===== config.mk =====
export PLATFORM = sky130hd
export DESIGN_NAME = change_dispenser
export DESIGN_NICKNAME = d
export VERILOG_FILES = /design/src/rtl/change_dispenser.sv
export SDC_FILE = /design/constraint.sdc
export NUM_CORES = 1
export LEC_CHECK = 0
export CAP_MARGIN = 20
export CORE_UTILIZATION = 45
export CTS_BUF_LIST = sky130_fd_sc_hd__clkbuf_8
export DETAILED_ROUTE_END_ITERATION = 8
export PLACE_DENSITY_LB_ADDON = 0.2
export SETUP_SLACK_MARGIN = 0.4
export SLEW_MARGIN = 20
export SYNTH_ARGS = -nofsm -noshare
export SYNTH_HDL_FRONTEND = slang
export SYNTH_SLANG_ARGS = --single-unit

===== constraint.sdc =====
create_clock -name clock -period 7.25 [get_ports clock]
set_input_delay 1.0875 -clock clock [delete_from_list [all_inputs] [get_ports clock]]
set_output_delay 1.0875 -clock clock [all_outputs]
set_load 0.02 [all_outputs]

===== src/rtl/change_dispenser.sv =====
// ---------------------------------------------------------------------------
// change_dispenser
//
// Pays out a change amount one coin at a time to the coin hopper. It always
// picks the largest coin that still fits the amount owed and is in stock.
// Each coin is presented on coin_valid/coin and held until the hopper
// acknowledges it with coin_ack. A stock counter is kept per denomination.
// Stock can be topped up one coin at a time while the block is idle.
//
// Coin code (shared with the coin input path):
//   00 = 5, 01 = 10, 10 = 20, 11 = 50   (amounts in units of 100)
//
// Ports:
//   clock          in   system clock, rising edge
//   reset          in   synchronous, active-high reset
//   start          in   1-cycle request, sampled only in IDLE
//   change_amount  in   [15:0] change to return
//   coin_ack       in   hopper has released the presented coin
//   refill_en      in   add one coin of refill_coin to stock (IDLE only)
//   refill_coin    in   [1:0] denomination to refill
//   coin_valid     out  coin presented to hopper
//   coin           out  [1:0] denomination presented
//   busy           out  high in every state except IDLE
//   done           out  1-cycle pulse on successful completion
//   error          out  1-cycle pulse on failure
//   remaining      out  [15:0] change still owed
//   stock_500 .. stock_5000  out  [3:0] current stock per denomination
// ---------------------------------------------------------------------------
module change_dispenser #(
  parameter logic [3:0] INIT_STOCK = 4'd10,
  parameter logic [3:0] STOCK_MAX  = 4'd15
) (
  input  logic        clock,
  input  logic        reset,
  input  logic        start,
  input  logic [15:0] change_amount,
  input  logic        coin_ack,
  input  logic        refill_en,
  input  logic [1:0]  refill_coin,
  output logic        coin_valid,
  output logic [1:0]  coin,
  output logic        busy,
  output logic        done,
  output logic        error,
  output logic [15:0] remaining,
  output logic [3:0]  stock_500,
  output logic [3:0]  stock_1000,
  output logic [3:0]  stock_2000,
  output logic [3:0]  stock_5000
);

  localparam logic [2:0] IDLE   = 3'd0;
  localparam logic [2:0] SELECT = 3'd1;
  localparam logic [2:0] ISSUE  = 3'd2;
  localparam logic [2:0] DONE   = 3'd3;
  localparam logic [2:0] FAIL   = 3'd4;

  localparam logic [1:0] COIN_5  = 2'b00;
  localparam logic [1:0] COIN_10 = 2'b01;
  localparam logic [1:0] COIN_20 = 2'b10;
  localparam logic [1:0] COIN_50 = 2'b11;

  logic [2:0]  state;
  logic [1:0]  coin_q;
  logic [15:0] remaining_q;
  logic [3:0]  stock_q [0:3];

  logic        sel_found;
  logic [1:0]  sel_coin;
  logic        amount_bad;
  logic        ack_taken;
  logic        refill_taken;

  function automatic logic [15:0] coin_value(input logic [1:0] c);
    case (c)
      COIN_5:  coin_value = 16'd5;
      COIN_10: coin_value = 16'd10;
      COIN_20: coin_value = 16'd20;
      default: coin_value = 16'd50;
    endcase
  endfunction

  // Amounts that are not a multiple of the smallest coin can never be paid.
  assign amount_bad = (change_amount % 16'd5) != 16'd0;

  // The hopper ack only matters while a coin is actually on offer, and
  // refills only while nothing is being paid out.
  assign ack_taken    = (state == ISSUE) && coin_ack;
  assign refill_taken = (state == IDLE) && refill_en;

  // Greedy choice: the largest coin that fits the amount owed and is in
  // stock. Because a coin is only chosen when its value fits, remaining
  // cannot underflow, and because stock must be non-zero, neither can stock.
  always_comb begin
    sel_found = 1'b0;
    sel_coin  = COIN_5;
    if (remaining_q >= 16'd50 && stock_q[3] != 4'd0) begin
      sel_found = 1'b1;
      sel_coin  = COIN_50;
    end else if (remaining_q >= 16'd20 && stock_q[2] != 4'd0) begin
      sel_found = 1'b1;
      sel_coin  = COIN_20;
    end else if (remaining_q >= 16'd10 && stock_q[1] != 4'd0) begin
      sel_found = 1'b1;
      sel_coin  = COIN_10;
    end else if (remaining_q >= 16'd5 && stock_q[0] != 4'd0) begin
      sel_found = 1'b1;
      sel_coin  = COIN_5;
    end
  end

  // Control FSM with the amount owed and the latched coin. DONE and FAIL
  // each last one cycle, so done/error are single pulses that can never
  // overlap. On failure remaining keeps the unpaid amount until the next
  // start.
  always_ff @(posedge clock) begin
    if (reset) begin
      state       <= IDLE;
      coin_q      <= COIN_5;
      remaining_q <= 16'd0;
    end else begin
      case (state)
        IDLE: begin
          if (start) begin
            remaining_q <= change_amount;
            state       <= amount_bad ? FAIL : SELECT;
          end
        end
        SELECT: begin
          if (remaining_q == 16'd0) begin
            state <= DONE;
          end else if (sel_found) begin
            coin_q <= sel_coin;
            state  <= ISSUE;
          end else begin
            state <= FAIL;
          end
        end
        ISSUE: begin
          // The hopper may stall for any number of cycles; coin stays put.
          if (coin_ack) begin
            remaining_q <= remaining_q - coin_value(coin_q);
            state       <= SELECT;
          end
        end
        DONE:    state <= IDLE;
        FAIL:    state <= IDLE;
        default: state <= IDLE;
      endcase
    end
  end

  // Stock counters. Refills only happen in IDLE and payouts only in ISSUE,
  // so at most one of the two ever touches a counter in a given cycle.
  // Refills saturate at STOCK_MAX. Coins already paid are never returned,
  // even when the transaction later fails.
  always_ff @(posedge clock) begin
    if (reset) begin
      for (int i = 0; i < 4; i++) begin
        stock_q[i] <= INIT_STOCK;
      end
    end else begin
      if (refill_taken && stock_q[refill_coin] < STOCK_MAX) begin
        stock_q[refill_coin] <= stock_q[refill_coin] + 4'd1;
      end
      if (ack_taken) begin
        stock_q[coin_q] <= stock_q[coin_q] - 4'd1;
      end
    end
  end

  assign coin_valid = (state == ISSUE);
  assign coin       = coin_q;
  assign busy       = (state != IDLE);
  assign done       = (state == DONE);
  assign error      = (state == FAIL);
  assign remaining  = remaining_q;

  assign stock_500  = stock_q[0];
  assign stock_1000 = stock_q[1];
  assign stock_2000 = stock_q[2];
  assign stock_5000 = stock_q[3];

endmodule


# Yosys cells after proc, flatten, opt, wreduce, memory -nomap -nowiden
# Memories as Yosys holds them, arrays and structs flattened. A register that Yosys moved wholly into a read port is not among the register bits.
# Cells that the tools add are included.
# totals
inputBits,23
output_inout_bits,38
ff_bits,21
ram_bits,16
mem_count,1
# mem_list
name,depth,width,rd,rd_ports_with_merged_regs,wr,line_no,text
stock_q,4,4,6,1,4,66,logic [3:0] stock_q [0:3];
# op_classes
order_cmp,5
n_bitwise,1
div_mod_pow,1
addsub,3
eq_ne,8
reduce_logical,22
muxes,36
# ops
op,n
16-bit 2-to-1 mux,5
16-bit case mux with 2 select lines,1
6-bit case mux with 3 select lines,1
16-bit by 3-bit >= comparator with 1-bit output (second input constant),1
16-bit by 4-bit >= comparator with 1-bit output (second input constant),1
16-bit by 5-bit >= comparator with 1-bit output (second input constant),1
16-bit by 6-bit >= comparator with 1-bit output (second input constant),1
16-bit logical NOT,1
16-bit by 3-bit remainder unit with 16-bit output (second input constant),1
16-bit nonzero test,1
4-bit nonzero test,4
16-bit subtractor,1
1-bit 2-to-1 mux,15
3-bit 2-to-1 mux,5
2-bit 2-to-1 mux,6
3-bit case mux with 3 select lines,1
4-bit 2-to-1 mux,2
4-bit OR reduction,2
1-bit logical AND,7
3-bit by 2-bit equality test with 1-bit output (second input constant),2
3-bit AND reduction,2
4-bit by 1-bit adder with 4-bit output (second input constant),1
4-bit < comparator (second input constant),1
2-bit inequality test (second input constant),2
11 further kinds,11

# Logic depth before layout (Yosys ltp)
# An unclocked memory read counts as a cell.
# logic_depth
ltp_word,10
mapped_depth,26

# Worst setup path before layout
# Ideal clock, no wire load.
# synth_path
kind,input port to flip-flop
from,input change_amount[10]
to,register state[2]
t_required_ps,7128
slack_ps,1210
path_buffers,2
cell_stages,23
arrival_ps,5918
setup_ps,122
cell_sequence,buf_6 -> or3b_1 -> a21boi_2 -> a2bb2oi_1 -> o211ai_1 -> a311o_1 -> a21oi_2 -> mux2_4 -> a211o_1 -> or2_0 -> buf_2 -> o31a_1 -> o211ai_1 -> inv_1 -> ha_1 -> inv_1 -> a21boi_1 -> a211oi_1 -> a21oi_1 -> ha_1 -> and4b_1 -> a22oi_1 -> o311a_1
# synth_via
elab_chain_len,5
# synth_rtl
item,line_no,text
from (decl),36,"input logic [15:0] change_amount,"
16-bit by 3-bit remainder unit with 16-bit output,84,assign amount_bad = (change_amount % 16'd5) != 16'd0;
16-bit nonzero test,84,
3-bit 2-to-1 mux,126,state <= amount_bad ? FAIL : SELECT;
3-bit 2-to-1 mux,124,if (start) begin
3-bit case mux with 3 select lines,122,case (state)
to (signal assigned),126,
to (decl),63,logic [2:0] state;
# No other way between the ends. The select of a mux whose other input is x is not followed.
# A chain may end at the register's enable or synchronous reset.

# Worst setup path after layout
# layout_path
from,input change_amount[15]
to,register state[2]
# Same word-level chain as after synthesis.

==> metrics.cfg <==
[run_status]
run_status=finished clean

[global_route]
grt_max_degree=28
grt_pass1_wl_mm=18.6
grt_util_all_layers=0.237
grt_antenna_before_repair=0
grt_overflow=0
grt_pass1_vias=3849

[yosys]
ys_warn_count=0
synth.distinct_cells=91
synth_edf_count=16
ys_seq_area_frac=0.233
synthCells=507
yosys-top-cells-count=nand2_1 (50), nor2_1 (41), a21oi_1 (37), inv_1 (26), dfxtp_1 (23)
syn_area_per_cell_um2=7.96
synth_top_area_frac=0.119
synth-main-ff-cell=dfxtp_1
synthArstFlopShare=0
synth_seq_cells=39
yosysTopAreaCell=edfxtp_1
syn_area_mm2=0.00404
synthTopCellsByArea=edfxtp_1 (12%), dfxtp_1 (11%), nand2_1 (4.7%)
synth_most_common_cell=nand2_1
syn_nets=542

[hold_path]
worstHoldStart=remaining[0]$_SDFFE_PP0P_
holdPathEnd=remaining[0]$_SDFFE_PP0P_
whs_path_depth=2
hold_class=register to register

[sta]
grt_setup_unrepaired=false
layout_min_cycle_time_ps=6570
final.setup.tns_ps=0
worst_slew_pin_slew_ps=792
drv_slew=0
fin_crit_sh=0.906
fmax_mhz=152
hold_viol_final=0
slew_headroom=0.471
setup_violations=0
finClkSkew_ps=5.76

[placed_design]
dpl.cell_count=651
place_congestion=0.958
io_buffers=60
dp_hpwl_mm=8.24

[setup_path]
rr_worst_depth=16
crit_required_ps=7430
start_kind=input port
worstReg2RegStart=coin[0]$_SDFFE_PP0P_
cp_cell_sequence=clkdlybuf4s50_1 -> and2_1 -> a221oi_1 -> or2_1 -> nand2_1 -> and2_1 -> a221oi_4 -> a21oi_2 -> mux2_4 -> a211o_1 -> or2_0 -> o31a_1 -> o211ai_1 -> inv_2 -> ha_1 -> inv_1 -> a21boi_1 -> a211oi_2 -> a21oi_1 -> ha_1 -> and4b_1 -> a22oi_1 -> o311a_1
critPathBufInv=3
path_class=input port to register
reg2reg_to=remaining[15]$_SDFFE_PP0P_
critPathArrivalTime_ps=6750
cpPeakStageDelay_ps=630
end_kind=register
r2r_slack_ps=3300
cp_top_family=compound AO/OA/AOI/OAI gates
crit_fanout=10
crit_slowest_cell=clkdlybuf4s50_1

[cells_and_area]
regArea_um2=941
multi_input_area_mm2=0.00288
final_nets=588
fillers=801
final_cells=662
num_antenna_cells=0
syn2layout_area_growth_pct=20.6
drive_gt1_frac=0.0993

[flow_run]
drv_cap=0

[die]
ioPinCount=61
initial_core_util=0.463
dieWidth_um=96.7
die-height_um=96.7
die_area_mm2=0.00935
fp.coreArea_mm2=0.00872
rows=34

[clock_tree]
cts_tree=built
ctsHoldBuffers=0
clock_latency_ps=290
cts_buffer_depth=2
htree_levels=2
cts-root-buf=clkbuf_8
path_clk_slew_ps=70
cts.sinks=39
cts_buffers=5

[routing]
drt-initial-drc-count=218
vias=4134
drt_pass1_iterations=5
detail_route.wl_per_cell_um=17.0
via_per_inst=6.24
drc=0
totalWireLength_mm=11.3
ant_nets=0

[pwr]
peakVddDrop_mv=0.0882
finalPower_uw=998
p_leak_nw=1.76
power_density_mw_per_mm2=205

-- routing by layer --
metal  GRT usage  share of wire  up-vias  routed length, um
met5           0              0        -                  0
met4      0.0643         0.0088        0                 99
met3      0.0311          0.051        8                570
met2       0.394           0.49      149               5580
met1       0.322           0.45     1963               5040
li1            -              -     2014                  -
-- worst max-delay path by stage --
stage / from / to / slack (ps) / cells after the start
after floorplan: change_amount[10] / state[2]$_SDFFE_PP0P_ / 1210 / 23
after global placement: change_amount[10] / state[2]$_SDFFE_PP0P_ / 320 / 23
after detailed placement: change_amount[10] / state[2]$_SDFFE_PP0P_ / 130 / 23
after CTS: change_amount[10] / state[2]$_SDFFE_PP0P_ / 420 / 23
after global routing: change_amount[15] / state[2]$_SDFFE_PP0P_ / 390 / 23
final: change_amount[15] / state[2]$_SDFFE_PP0P_ / 680 / 23
-- metrics by stage --
stage / setup slack, ps / hold slack [ps] / cell area (um^2) / util
finish: 679 / 500 / 4870 / 0.558
global route: 392 / 566 / 4870 / 0.558
CTS: 417 / 499 / 4800 / 0.551
detailed placement: 126 / 487 / 4670 / 0.535
global placement: 319 / 481 / 4670 / 0.535
floorplan: 1210 / 551 / 4040 / -
-- worst min-delay path, delay by kind of cell, from the launching register on --
family	cells	cell delay, ps
and+or+nand+nor	1	60
AOI/OAI and AO/OA	1	50
DFF	1	340
-- sequential cells by signal (all words and copies together), names as in the netlist, named ones only --
name and count:
stock_q 16, state 3, remaining 16, coin 2
-- timing repair --
action / in CTS / in global routing
setup buffers: 0 / 3
endpoints found under the setup margin: 0 / 2
gates resized for setup: 0 / 11
-- report_power, final --
group          switching, mW  internal [mW]
sequential            0.0434          0.256
combinational          0.274          0.209
clock                 0.0788          0.136
total                  0.397          0.601
-- logic make-up after synthesis --
group           after synthesis  synth area share
compound gates              155             0.283
xor+xnor                     14            0.0304
fa+ha+maj                    12            0.0391
buf+inv                      56            0.0605
flops                        39             0.233
mux                          13            0.0598
simple gates                218             0.294
-- area by class of cell --
type | instances | share of cell area
multi-input cells | 412 | 0.592
flip-flops and latches | 39 | 0.193
repair buffers | 69 | 0.140
well taps | 108 | 0.0278
inverters | 26 | 0.0201
clock buffers | 5 | 0.0141
clock inverters | 3 | 0.0131
-- placed cells by master (no fill, tap or decap), drive strengths merged, types with 4 or more instances in the layout --
cell and instances:
and2 7, nor2 42, nor3b 5, nand2b 14
o22ai 9, o21ai 24, a211oi 10, nand2 51
ha 11, dlymetal6s2s 5, clkdlybuf4s50 55, o211ai 12
a21oi 39, xnor2 7, or2 7, nor2b 9
nor4b 4, buf 9, or3 12, inv 27
and3 4, nand3 12, o221ai 4, xor2 7
edfxtp 16, nor4bb 4, mux4 8, o311a 4
clkbuf 5, o2bb2ai 4, nor4 9, a311oi 4
nor3 21, dfxtp 23
Power figures use the tool's default switching activity.
